File: src/rtl/alu_pkg.sv
// Shared ALU definitions: ALUFN opcodes, pipeline FSM states and the status flag bundle.
// Imported by the datapath ALU and by instruction decode.
package alu_pkg;

    localparam logic [5:0] ALUFN_CMPEQ = 6'b000011;
    localparam logic [5:0] ALUFN_CMPLT = 6'b000101;
    localparam logic [5:0] ALUFN_CMPLE = 6'b000111;
    localparam logic [5:0] ALUFN_ADD   = 6'b010000;
    localparam logic [5:0] ALUFN_SUB   = 6'b010001;
    localparam logic [5:0] ALUFN_MUL   = 6'b010010;
    localparam logic [5:0] ALUFN_AND   = 6'b101000;
    localparam logic [5:0] ALUFN_OR    = 6'b101110;
    localparam logic [5:0] ALUFN_XOR   = 6'b100110;
    localparam logic [5:0] ALUFN_XNOR  = 6'b101001;
    localparam logic [5:0] ALUFN_A     = 6'b101010;
    localparam logic [5:0] ALUFN_SHL   = 6'b100000;
    localparam logic [5:0] ALUFN_SHR   = 6'b100001;
    localparam logic [5:0] ALUFN_SRA   = 6'b100011;

    typedef enum logic [0:0] {
        ST_IDLE = 1'b0,
        ST_MUL  = 1'b1
    } alu_state_t;

    typedef struct packed {
        logic z;
        logic n;
        logic c;
        logic v;
    } alu_flags_t;

    function automatic logic alufn_legal(input logic [5:0] fn);
        logic legal_s;
        case (fn)
            ALUFN_CMPEQ, ALUFN_CMPLT, ALUFN_CMPLE, ALUFN_ADD, ALUFN_SUB,
            ALUFN_MUL, ALUFN_AND, ALUFN_OR, ALUFN_XOR, ALUFN_XNOR,
            ALUFN_A, ALUFN_SHL, ALUFN_SHR, ALUFN_SRA: legal_s = 1'b1;
            default:                                   legal_s = 1'b0;
        endcase
        return legal_s;
    endfunction

endpackage

File: src/rtl/alu_mul_seq.sv
// Iterative unsigned shift-add multiplier: one partial product per cycle, WIDTH cycles.
// done pulses combinationally during the final step, with product carrying that step's sum.
module alu_mul_seq
    import alu_pkg::*;
#(
    parameter int WIDTH = 32
) (
    input  logic                 clk,
    input  logic                 rst,
    input  logic                 start,
    input  logic [WIDTH-1:0]     a,
    input  logic [WIDTH-1:0]     b,
    output logic                 done,
    output logic [2*WIDTH-1:0]   product
);

    localparam int CW = $clog2(WIDTH);

    logic [2*WIDTH-1:0] acc_r;
    logic [2*WIDTH-1:0] mcand_r;
    logic [WIDTH-1:0]   mplier_r;
    logic [CW-1:0]      count_r;
    logic               busy_r;
    logic [2*WIDTH-1:0] acc_nx_s;
    logic               last_s;

    // Next accumulator value and final-step detection
    always_comb begin
        acc_nx_s = acc_r;
        if (mplier_r[0]) begin
            acc_nx_s = acc_r + mcand_r;
        end else begin
            acc_nx_s = acc_r;
        end
        last_s = busy_r && (count_r == CW'(WIDTH - 1));
    end

    // Multiplier datapath and step counter
    always_ff @(posedge clk) begin
        if (rst) begin
            acc_r    <= {(2*WIDTH){1'b0}};
            mcand_r  <= {(2*WIDTH){1'b0}};
            mplier_r <= {WIDTH{1'b0}};
            count_r  <= {CW{1'b0}};
            busy_r   <= 1'b0;
        end else if (start) begin
            acc_r    <= {(2*WIDTH){1'b0}};
            mcand_r  <= {{WIDTH{1'b0}}, a};
            mplier_r <= b;
            count_r  <= {CW{1'b0}};
            busy_r   <= 1'b1;
        end else if (busy_r) begin
            acc_r    <= acc_nx_s;
            mcand_r  <= mcand_r << 1'b1;
            mplier_r <= mplier_r >> 1'b1;
            count_r  <= count_r + CW'(1'b1);
            busy_r   <= !last_s;
        end
    end

    assign done    = last_s;
    assign product = acc_nx_s;

endmodule

File: src/rtl/alu_pipe.sv
// Handshaked datapath ALU: single-cycle ops land in the output register one cycle after
// accept; MUL runs through the iterative multiplier and blocks new requests while busy.
module alu_pipe
    import alu_pkg::*;
#(
    parameter int WIDTH      = 32,
    parameter bit SIGNED_CMP = 1'b0
) (
    input  logic             clk,
    input  logic             rst,
    input  logic             in_valid,
    output logic             in_ready,
    input  logic [5:0]       alufn,
    input  logic [WIDTH-1:0] a,
    input  logic [WIDTH-1:0] b,
    output logic             out_valid,
    input  logic             out_ready,
    output logic [WIDTH-1:0] y,
    output logic             flag_z,
    output logic             flag_n,
    output logic             flag_c,
    output logic             flag_v,
    output logic             err
);

    localparam int SHW = $clog2(WIDTH);

    alu_state_t         state_r;
    alu_state_t         state_nx_s;
    logic               out_valid_r;
    logic [WIDTH-1:0]   y_r;
    alu_flags_t         flags_r;
    logic               err_r;

    logic               in_ready_s;
    logic               accept_s;
    logic               is_mul_s;
    logic               mul_start_s;
    logic               mul_done_s;
    logic [2*WIDTH-1:0] product_s;
    alu_flags_t         mul_flags_s;

    logic [WIDTH:0]     sum_s;
    logic [WIDTH:0]     diff_s;
    logic [SHW-1:0]     amt_s;
    logic               eq_s;
    logic               lt_s;
    logic [WIDTH-1:0]   res_s;
    alu_flags_t         res_flags_s;
    logic               res_err_s;

    assign in_ready_s  = !rst && (state_r == ST_IDLE) && (!out_valid_r || out_ready);
    assign accept_s    = in_valid && in_ready_s;
    assign is_mul_s    = (alufn == ALUFN_MUL);
    assign mul_start_s = accept_s && is_mul_s;

    alu_mul_seq #(
        .WIDTH (WIDTH)
    ) u_mul (
        .clk     (clk),
        .rst     (rst),
        .start   (mul_start_s),
        .a       (a),
        .b       (b),
        .done    (mul_done_s),
        .product (product_s)
    );

    // Single-cycle result and flags; carry/borrow come from the extra top bit
    always_comb begin
        sum_s  = {1'b0, a} + {1'b0, b};
        diff_s = {1'b0, a} - {1'b0, b};
        amt_s  = b[SHW-1:0];
        eq_s   = (a == b);
        if (SIGNED_CMP) begin
            lt_s = ($signed(a) < $signed(b));
        end else begin
            lt_s = (a < b);
        end
        res_s       = {WIDTH{1'b0}};
        res_flags_s = alu_flags_t'(4'b0000);
        res_err_s   = !alufn_legal(alufn);
        case (alufn)
            ALUFN_CMPEQ: res_s = {{(WIDTH-1){1'b0}}, eq_s};
            ALUFN_CMPLT: res_s = {{(WIDTH-1){1'b0}}, lt_s};
            ALUFN_CMPLE: res_s = {{(WIDTH-1){1'b0}}, lt_s | eq_s};
            ALUFN_ADD: begin
                res_s         = sum_s[WIDTH-1:0];
                res_flags_s.c = sum_s[WIDTH];
                res_flags_s.v = (a[WIDTH-1] == b[WIDTH-1]) && (sum_s[WIDTH-1] != a[WIDTH-1]);
            end
            ALUFN_SUB: begin
                res_s         = diff_s[WIDTH-1:0];
                res_flags_s.c = diff_s[WIDTH];
                res_flags_s.v = (a[WIDTH-1] != b[WIDTH-1]) && (diff_s[WIDTH-1] != a[WIDTH-1]);
            end
            ALUFN_AND:  res_s = a & b;
            ALUFN_OR:   res_s = a | b;
            ALUFN_XOR:  res_s = a ^ b;
            ALUFN_XNOR: res_s = ~(a ^ b);
            ALUFN_A:    res_s = a;
            ALUFN_SHL:  res_s = a << amt_s;
            ALUFN_SHR:  res_s = a >> amt_s;
            ALUFN_SRA:  res_s = $unsigned($signed(a) >>> amt_s);
            default:    res_s = {WIDTH{1'b0}};
        endcase
        res_flags_s.z = (res_s == {WIDTH{1'b0}});
        res_flags_s.n = res_s[WIDTH-1];
    end

    // Flags for a finished multiply; overflow means the high half is nonzero
    always_comb begin
        mul_flags_s   = alu_flags_t'(4'b0000);
        mul_flags_s.z = (product_s[WIDTH-1:0] == {WIDTH{1'b0}});
        mul_flags_s.n = product_s[WIDTH-1];
        mul_flags_s.c = 1'b0;
        mul_flags_s.v = |product_s[2*WIDTH-1:WIDTH];
    end

    // FSM state register
    always_ff @(posedge clk) begin
        if (rst) begin
            state_r <= ST_IDLE;
        end else begin
            state_r <= state_nx_s;
        end
    end

    // FSM next-state logic
    always_comb begin
        state_nx_s = state_r;
        case (state_r)
            ST_IDLE: begin
                if (mul_start_s) begin
                    state_nx_s = ST_MUL;
                end else begin
                    state_nx_s = ST_IDLE;
                end
            end
            ST_MUL: begin
                if (mul_done_s) begin
                    state_nx_s = ST_IDLE;
                end else begin
                    state_nx_s = ST_MUL;
                end
            end
            default: state_nx_s = ST_IDLE;
        endcase
    end

    // Output register: a new result loads over a drain; otherwise hold until consumed
    always_ff @(posedge clk) begin
        if (rst) begin
            out_valid_r <= 1'b0;
            y_r         <= {WIDTH{1'b0}};
            flags_r     <= alu_flags_t'(4'b0000);
            err_r       <= 1'b0;
        end else if (mul_done_s) begin
            out_valid_r <= 1'b1;
            y_r         <= product_s[WIDTH-1:0];
            flags_r     <= mul_flags_s;
            err_r       <= 1'b0;
        end else if (accept_s && !is_mul_s) begin
            out_valid_r <= 1'b1;
            y_r         <= res_s;
            flags_r     <= res_flags_s;
            err_r       <= res_err_s;
        end else if (out_ready) begin
            out_valid_r <= 1'b0;
        end
    end

    assign in_ready  = in_ready_s;
    assign out_valid = out_valid_r;
    assign y         = y_r;
    assign flag_z    = flags_r.z;
    assign flag_n    = flags_r.n;
    assign flag_c    = flags_r.c;
    assign flag_v    = flags_r.v;
    assign err       = err_r;

endmodule

File: config.mk
export PLATFORM = sky130hd
export DESIGN_NAME = alu_pipe
export DESIGN_NICKNAME = d
export VERILOG_FILES = /design/src/rtl/alu_pkg.sv /design/src/rtl/alu_mul_seq.sv /design/src/rtl/alu_pipe.sv
export SDC_FILE = /design/constraint.sdc
export NUM_CORES = 1
export LEC_CHECK = 0
export CAP_MARGIN = 40
export CORE_ASPECT_RATIO = 1.1
export CORE_MARGIN = 2
export CORE_UTILIZATION = 33
export CTS_CLUSTER_DIAMETER = 50
export DETAILED_ROUTE_END_ITERATION = 12
export PLACE_DENSITY = 0.5
export SETUP_SLACK_MARGIN = 0.2
export SYNTH_ARGS = -nofsm -noshare
export SYNTH_HDL_FRONTEND = slang
export SYNTH_SLANG_ARGS = --single-unit
File: constraint.sdc
create_clock -name clk -period 5.5 [get_ports clk]
set_input_delay 0.825 -clock clk [delete_from_list [all_inputs] [get_ports clk]]
set_output_delay 0.825 -clock clk [all_outputs]
set_load 0.02 [all_outputs]
# ---- Yosys cells after proc, flatten, opt, wreduce, memory -nomap -nowiden
# Memory sizes are Yosys's and may differ from the RTL's.
# Index checks and enable logic that the tools add are counted.
dict set report classes {
  add_sub_neg 4
  n_lt_le_gt_ge 1
  n_eq_ne 20
  shift 3
  n_mux 19
  bitwise_logic 6
  reduce_logical 22
}
# op count
set ops {}
lappend ops {{one-hot mux 32 bit (13 select lines)} 1}
lappend ops {{2-to-1 mux 32 bit} 6}
lappend ops {{adder 64 bit} 1}
lappend ops {{zero test 32 bit} 2}
lappend ops {{2-to-1 mux 64 bit} 1}
lappend ops {{== test 6 bit, second input constant} 8}
lappend ops {{adder 32 x 32 -> 33 bit} 1}
lappend ops {{subtractor 32 x 32 -> 33 bit} 1}
lappend ops {{AND 32 bit} 1}
lappend ops {{== test 32 bit} 1}
lappend ops {{< comparator 32 bit} 1}
lappend ops {{inverter 32 bit} 1}
lappend ops {{bitwise OR 32 bit} 1}
lappend ops {{OR reduction 32 bit} 1}
lappend ops {{left shift 32 x 5 -> 32 bit} 1}
lappend ops {{>> shifter 32 x 5 -> 32 bit} 1}
lappend ops {{>>> shifter 32 x 5 -> 32 bit} 1}
lappend ops {{XOR 32 bit} 1}
lappend ops {{== test 6 x 5 -> 1 bit, second input constant} 3}
lappend ops {{== test 6 x 3 -> 1 bit, second input constant} 2}
lappend ops {{logical AND 1 bit} 8}
lappend ops {{2-to-1 mux 4 bit} 2}
lappend ops {{2-to-1 mux 1 bit} 7}
lappend ops {{== test 6 x 2 -> 1 bit, second input constant} 1}
lappend ops {{other kinds (13)} 21}
dict set report word_totals {
  regBits 205
  rom_bits 64
  in_bits 74
  output_inout_bits 39
  mem_count 1
}
# name depth word_bits rd rd_clocked_by_memory_dff write_ports line
set mem_list {}
lappend mem_list {{(name not given)} 64 1 1 0 0 alu_pkg.sv:34} ;# case (fn)

# ---- Logic depth before layout (Yosys ltp)
dict set report depth {
  word_depth 7
  ltp_mapped 20
}

# ---- Hierarchy
# From an unflattened synthesis, not the netlist that was laid out.
dict set report unflattened {
  cells_unflattened 3040
  hier_area_um2 22925.7
}
# module instances cells_per_inst area_per_inst_um2 seq_area_each_um2
set modules_own_cells {}
lappend modules_own_cells {alu_pipe 1 1714 12121.6 780.7}
lappend modules_own_cells {alu_mul_seq 1 1326 10804.1 3323.2}

# ---- Worst setup path before layout
# Ideal clock, no wire load.
dict set report synth_timing {
  path_type {input to register}
  from {input b[3]}
  to {register flags_r, in the netlist flag_z}
  setup_ps 84
  arrival_time_ps 5238
  setup_slack_ps 178
  stages 20
  path_cell_list {clkbuf_1 -> inv_2 -> buf_1 -> buf_1 -> buf_1 -> ha_1 -> buf_2 -> nor3_1 -> a2111oi_0 -> o21bai_1 -> a31oi_1 -> nand4b_1 -> and3_1 -> a221oi_1 -> o21bai_1 -> mux2i_1 -> or4_1 -> nor3_1 -> nand4b_1 -> o31ai_2}
}
dict set report synth_between {
  elab_chain_cells 6
  word_cells_on_any_way 16
}
# item line
set synth_rtl {}
lappend synth_rtl {{from (decl)} alu_pipe.sv:15} ;# input logic [WIDTH-1:0] b,
lappend synth_rtl {{< comparator 32 bit (tied with other cells)} alu_pipe.sv:78} ;# lt_s = (a < b);
lappend synth_rtl {{bitwise OR 1 bit or inverter 32 bit (tied branches)} {alu_pipe.sv:86, alu_pipe.sv:100}}
lappend synth_rtl {{one-hot mux 32 bit (13 select lines) (*)} alu_pipe.sv:83} ;# case (alufn)
lappend synth_rtl {{zero test 32 bit (*)} alu_pipe.sv:107} ;# res_flags_s.z = (res_s == {WIDTH{1'b0}});
lappend synth_rtl {{2-to-1 mux 4 bit (*)} alu_pipe.sv:163} ;# end else if (accept_s && !is_mul_s) begin
lappend synth_rtl {{2-to-1 mux 4 bit (*)} alu_pipe.sv:158} ;# end else if (mul_done_s) begin
lappend synth_rtl {{to (signal assigned)} alu_pipe.sv:156} ;# flags_r <= alu_flags_t'(4'b0000);
lappend synth_rtl {{to (signal assigned)} alu_pipe.sv:161} ;# flags_r <= mul_flags_s;
lappend synth_rtl {{to (signal assigned)} alu_pipe.sv:166} ;# flags_r <= res_flags_s;
lappend synth_rtl {{to (decl)} alu_pipe.sv:32} ;# alu_flags_t flags_r;
# Every way passes the cells marked *; elsewhere a longest branch is shown, timed or not. The select of a mux whose other input is x is not followed.
# A chain may end at the register's enable or synchronous reset.

# ---- Final worst setup path
dict set report layout_timing {
  from {input a[1]}
  to {register flags_r, in the netlist flag_z}
}
dict set report layout_between {
  elab_chain_cells 6
  word_cells_on_any_way 16
}
# item line
set layout_rtl {}
lappend layout_rtl {{from (decl)} alu_pipe.sv:14} ;# input logic [WIDTH-1:0] a,
lappend layout_rtl {{< comparator 32 bit (tied with other cells)} alu_pipe.sv:78}
lappend layout_rtl {{bitwise OR 1 bit or inverter 32 bit (tied branches)} {alu_pipe.sv:86, alu_pipe.sv:100}}
lappend layout_rtl {{one-hot mux 32 bit (13 select lines) (*)} alu_pipe.sv:83}
lappend layout_rtl {{zero test 32 bit (*)} alu_pipe.sv:107}
lappend layout_rtl {{2-to-1 mux 4 bit (*)} alu_pipe.sv:163}
lappend layout_rtl {{2-to-1 mux 4 bit (*)} alu_pipe.sv:158}
# Marked as above.

==> results.md <==
* Status: finished clean
* Initial DRC count at ~2300
* PortBufs at 112
* Clock latency on the worst-skew pair at 0.58 ns
* Max Freq at a little over 0.2 GHz
* Synth async-reset ratio at 0%
* Number of max-cap violations at 0
* Maximum number of pins on one net before global-route repair at just under 60
* Worst-path clk slew at roughly 0.05 ns
* Period utilisation layout at between 90 and 100%
* Die Area at ~0.07 mm^2
* Post-synthesis cell area at between 0.02 and 0.025 mm^2
* Max Fanout on Critical Path at 6
* RSZ-0062 raised after global routing: false
* Worst VDD drop at 0.213 mV
* Fin nets at roughly 3400
* First-pass GRT wire length at 158000 um
* CP Data Arrival Time at about 5.4 ns
* Register area share after synthesis at approximately 19%
* Relative slew slack at between 30% and 40%
* Post-synth EDFFs at 0
* Layout cells sized above 1 at 13.3%
* Ant diodes at 0
* CTS tree: built
* Horiz. Die Dim at about 250 um
* Hold Vio Cnt, Final at 0
* Commonest cells after routing, fill and taps aside: nor2_1, a21oi_1, nand2_1, buf_4, dfxtp_1
* Commonest non-fill, non-tap cell in the layout: nor2_1
* Routed wire per std cell at 26.5 um
* Worst Hold Class: reg -> reg
* Synthesized Nets at between 3000 and 4000
* Setup CP Type: in -> reg
* Static leakage at 10.5 nW
* Vias in the first global route at approximately 24000
* Synth Area per Inst at about 7.4 um^2
* CTS HTree Levels at 2
* Required @ worst endpoint at between 5 and 6 ns
* Layout Skew at ~0.034 ns
* Number of iterations in the first detailed-routing pass at 5
* Syn Inst Count at roughly 3000
* Via count at 24600
* Initial antenna violation count at 3
* Power per cell area at 206 mW/mm^2
* Final wirelength at between 100000 and 150000 um
* Drt via density at 6.08
* Cell variety after synth at 89
* Primary FF master, synth: dfxtp_1
* Placeable Area at ~0.066 mm^2
* Total I/O pin count at roughly 110
* CTS Sinks at roughly 210
* CTS Buffer Depth at 3
* Yosys reg bits at 205
* Hold-fix buffers, CTS at 0
* Gr ovfl total at 0
* Final Core Density at 40.3%
* DP HPWL at ~84000 um
* FP Rows at 99
* PostCTS Resize Cnt at 0
* Slew Viols, Final at 0
* Post-CTS setup-driven buffer insertion count at 0
* Starting Density at ~33%
* Inserted Clock Buffers at 38
* Yosys warnings at 0
* Gp weighted congestion at roughly 1.0
* Antenna viol nets, final at 0
* GRT Util Overall at a little under a third
* Area grow syn2layout at 20.9%
* Residual DRC count at 0
* Final setup violation count at 0
* Crit path time final at 4.95 ns
* Die Y at ~280 um
* TNS Setup at 0 ns
* Crit end category: register
* Startpoint Class: input pin
* Pin slew with the least headroom to its limit at 0.973 ns
* Clk root buf: clkbuf_16
## synthesized netlist by cell type, drive strengths merged (35+ instances only)
cell type  count  share of area [%]
nand3         55                1.2
nor3          69                1.6
nand2        255                4.3
nand4         35               0.99
ha           162                9.2
a211oi       146                5.0
nor2         437                7.4
a21oi        263                5.9
mux2i        197                8.9
buf           53                1.2
inv          112                1.9
o21ai        155                3.5
mux4          40                4.1
xnor2         44                1.7
clkbuf       179                3.0
dfxtp        205                 19
## registers in the layout, indices dropped and copies added (netlist names), 5 cells and up
| signal | count |
|---|---|
| u_mul.acc_r | 64 |
| y | 32 |
| u_mul.mcand_r | 64 |
| u_mul.mplier_r | 32 |
| u_mul.count_r | 5 |
## report_power, final
group	switching [mW]	internal [mW]
clock	0.919	1.61
sequential	0.0183	1.51
combinational	0.897	0.558
## final cells by class
| cell class | count | area (um^2) |
|---|---|---|
| sequential | 205 | 4110 |
| multi-input combinational | 2453 | 16700 |
| clock buffer | 43 | 1000 |
| timing repair buffer | 350 | 3070 |
| fill | 6997 | 39600 |
| tap | 858 | 1070 |
| inverter | 112 | 420 |
| clock inverter | 26 | 362 |
## through the flow
step	hold WS [ns]	power (mW)	setup WS [ns]	std cells	area (um^2)
2_1_floorplan	0.437	2.33	0.260	3002	22100
3_3_place_gp	0.443	2.98	0.0401	3975	25400
3_5_place_dp	0.450	2.97	0.0619	3978	25400
4_1_cts	0.466	5.55	0.646	4047	26800
5_1_grt	0.503	5.71	0.346	4047	26800
6_report	0.470	5.51	0.546	4047	26800
## cell families after synthesis
kind of cell             after synthesis  synth area share (%)
AND/OR/NAND/NOR                     1033                  21.3
XOR/XNOR                              69                  2.73
multiplexers                         261                  14.2
adder cells (fa/ha/maj)              165                  9.42
buffers and inverters                344                  6.11
AO/OA/AOI/OAI                        925                  27.7
flip-flops                           205                  18.5
## critical path, stage by stage
cell and delay, ns:
clkdlybuf4s50_1 0.54, inv_1 0.10, ha_1 0.39, o21bai_1 0.40
a2111oi_4 0.19, o21a_1 0.24, a211oi_1 0.23, a21oi_1 0.09
a211oi_1 0.68, and4_1 0.41, nand4_1 0.18, nor4_1 0.24
nand4_1 0.23, nor4_2 0.33, nand4b_1 0.16, o31ai_2 0.18
## final timing paths
path,startpoint,to,slack [ns],depth (start not counted)
max,a[1],flag_z,0.55,16
min,state_r,state_r,0.47,2
max reg2reg,u_mul.mcand_r[15],flag_v,0.91,16
min reg2reg,state_r,state_r,0.47,2
## layer usage
metal | vias up | global-route usage (%) | routed length (um) | part of all wire [%]
met5 | - | 0 | 7 | 0.0065
met4 | 2 | 12.7 | 4940 | 4.6
met3 | 187 | 5.05 | 7360 | 6.9
met2 | 975 | 47.0 | 46000 | 43
met1 | 12000 | 41.5 | 49000 | 46
li1 | 11400 | - | - | -
No activity file was read; power rests on OpenSTA's default activity.
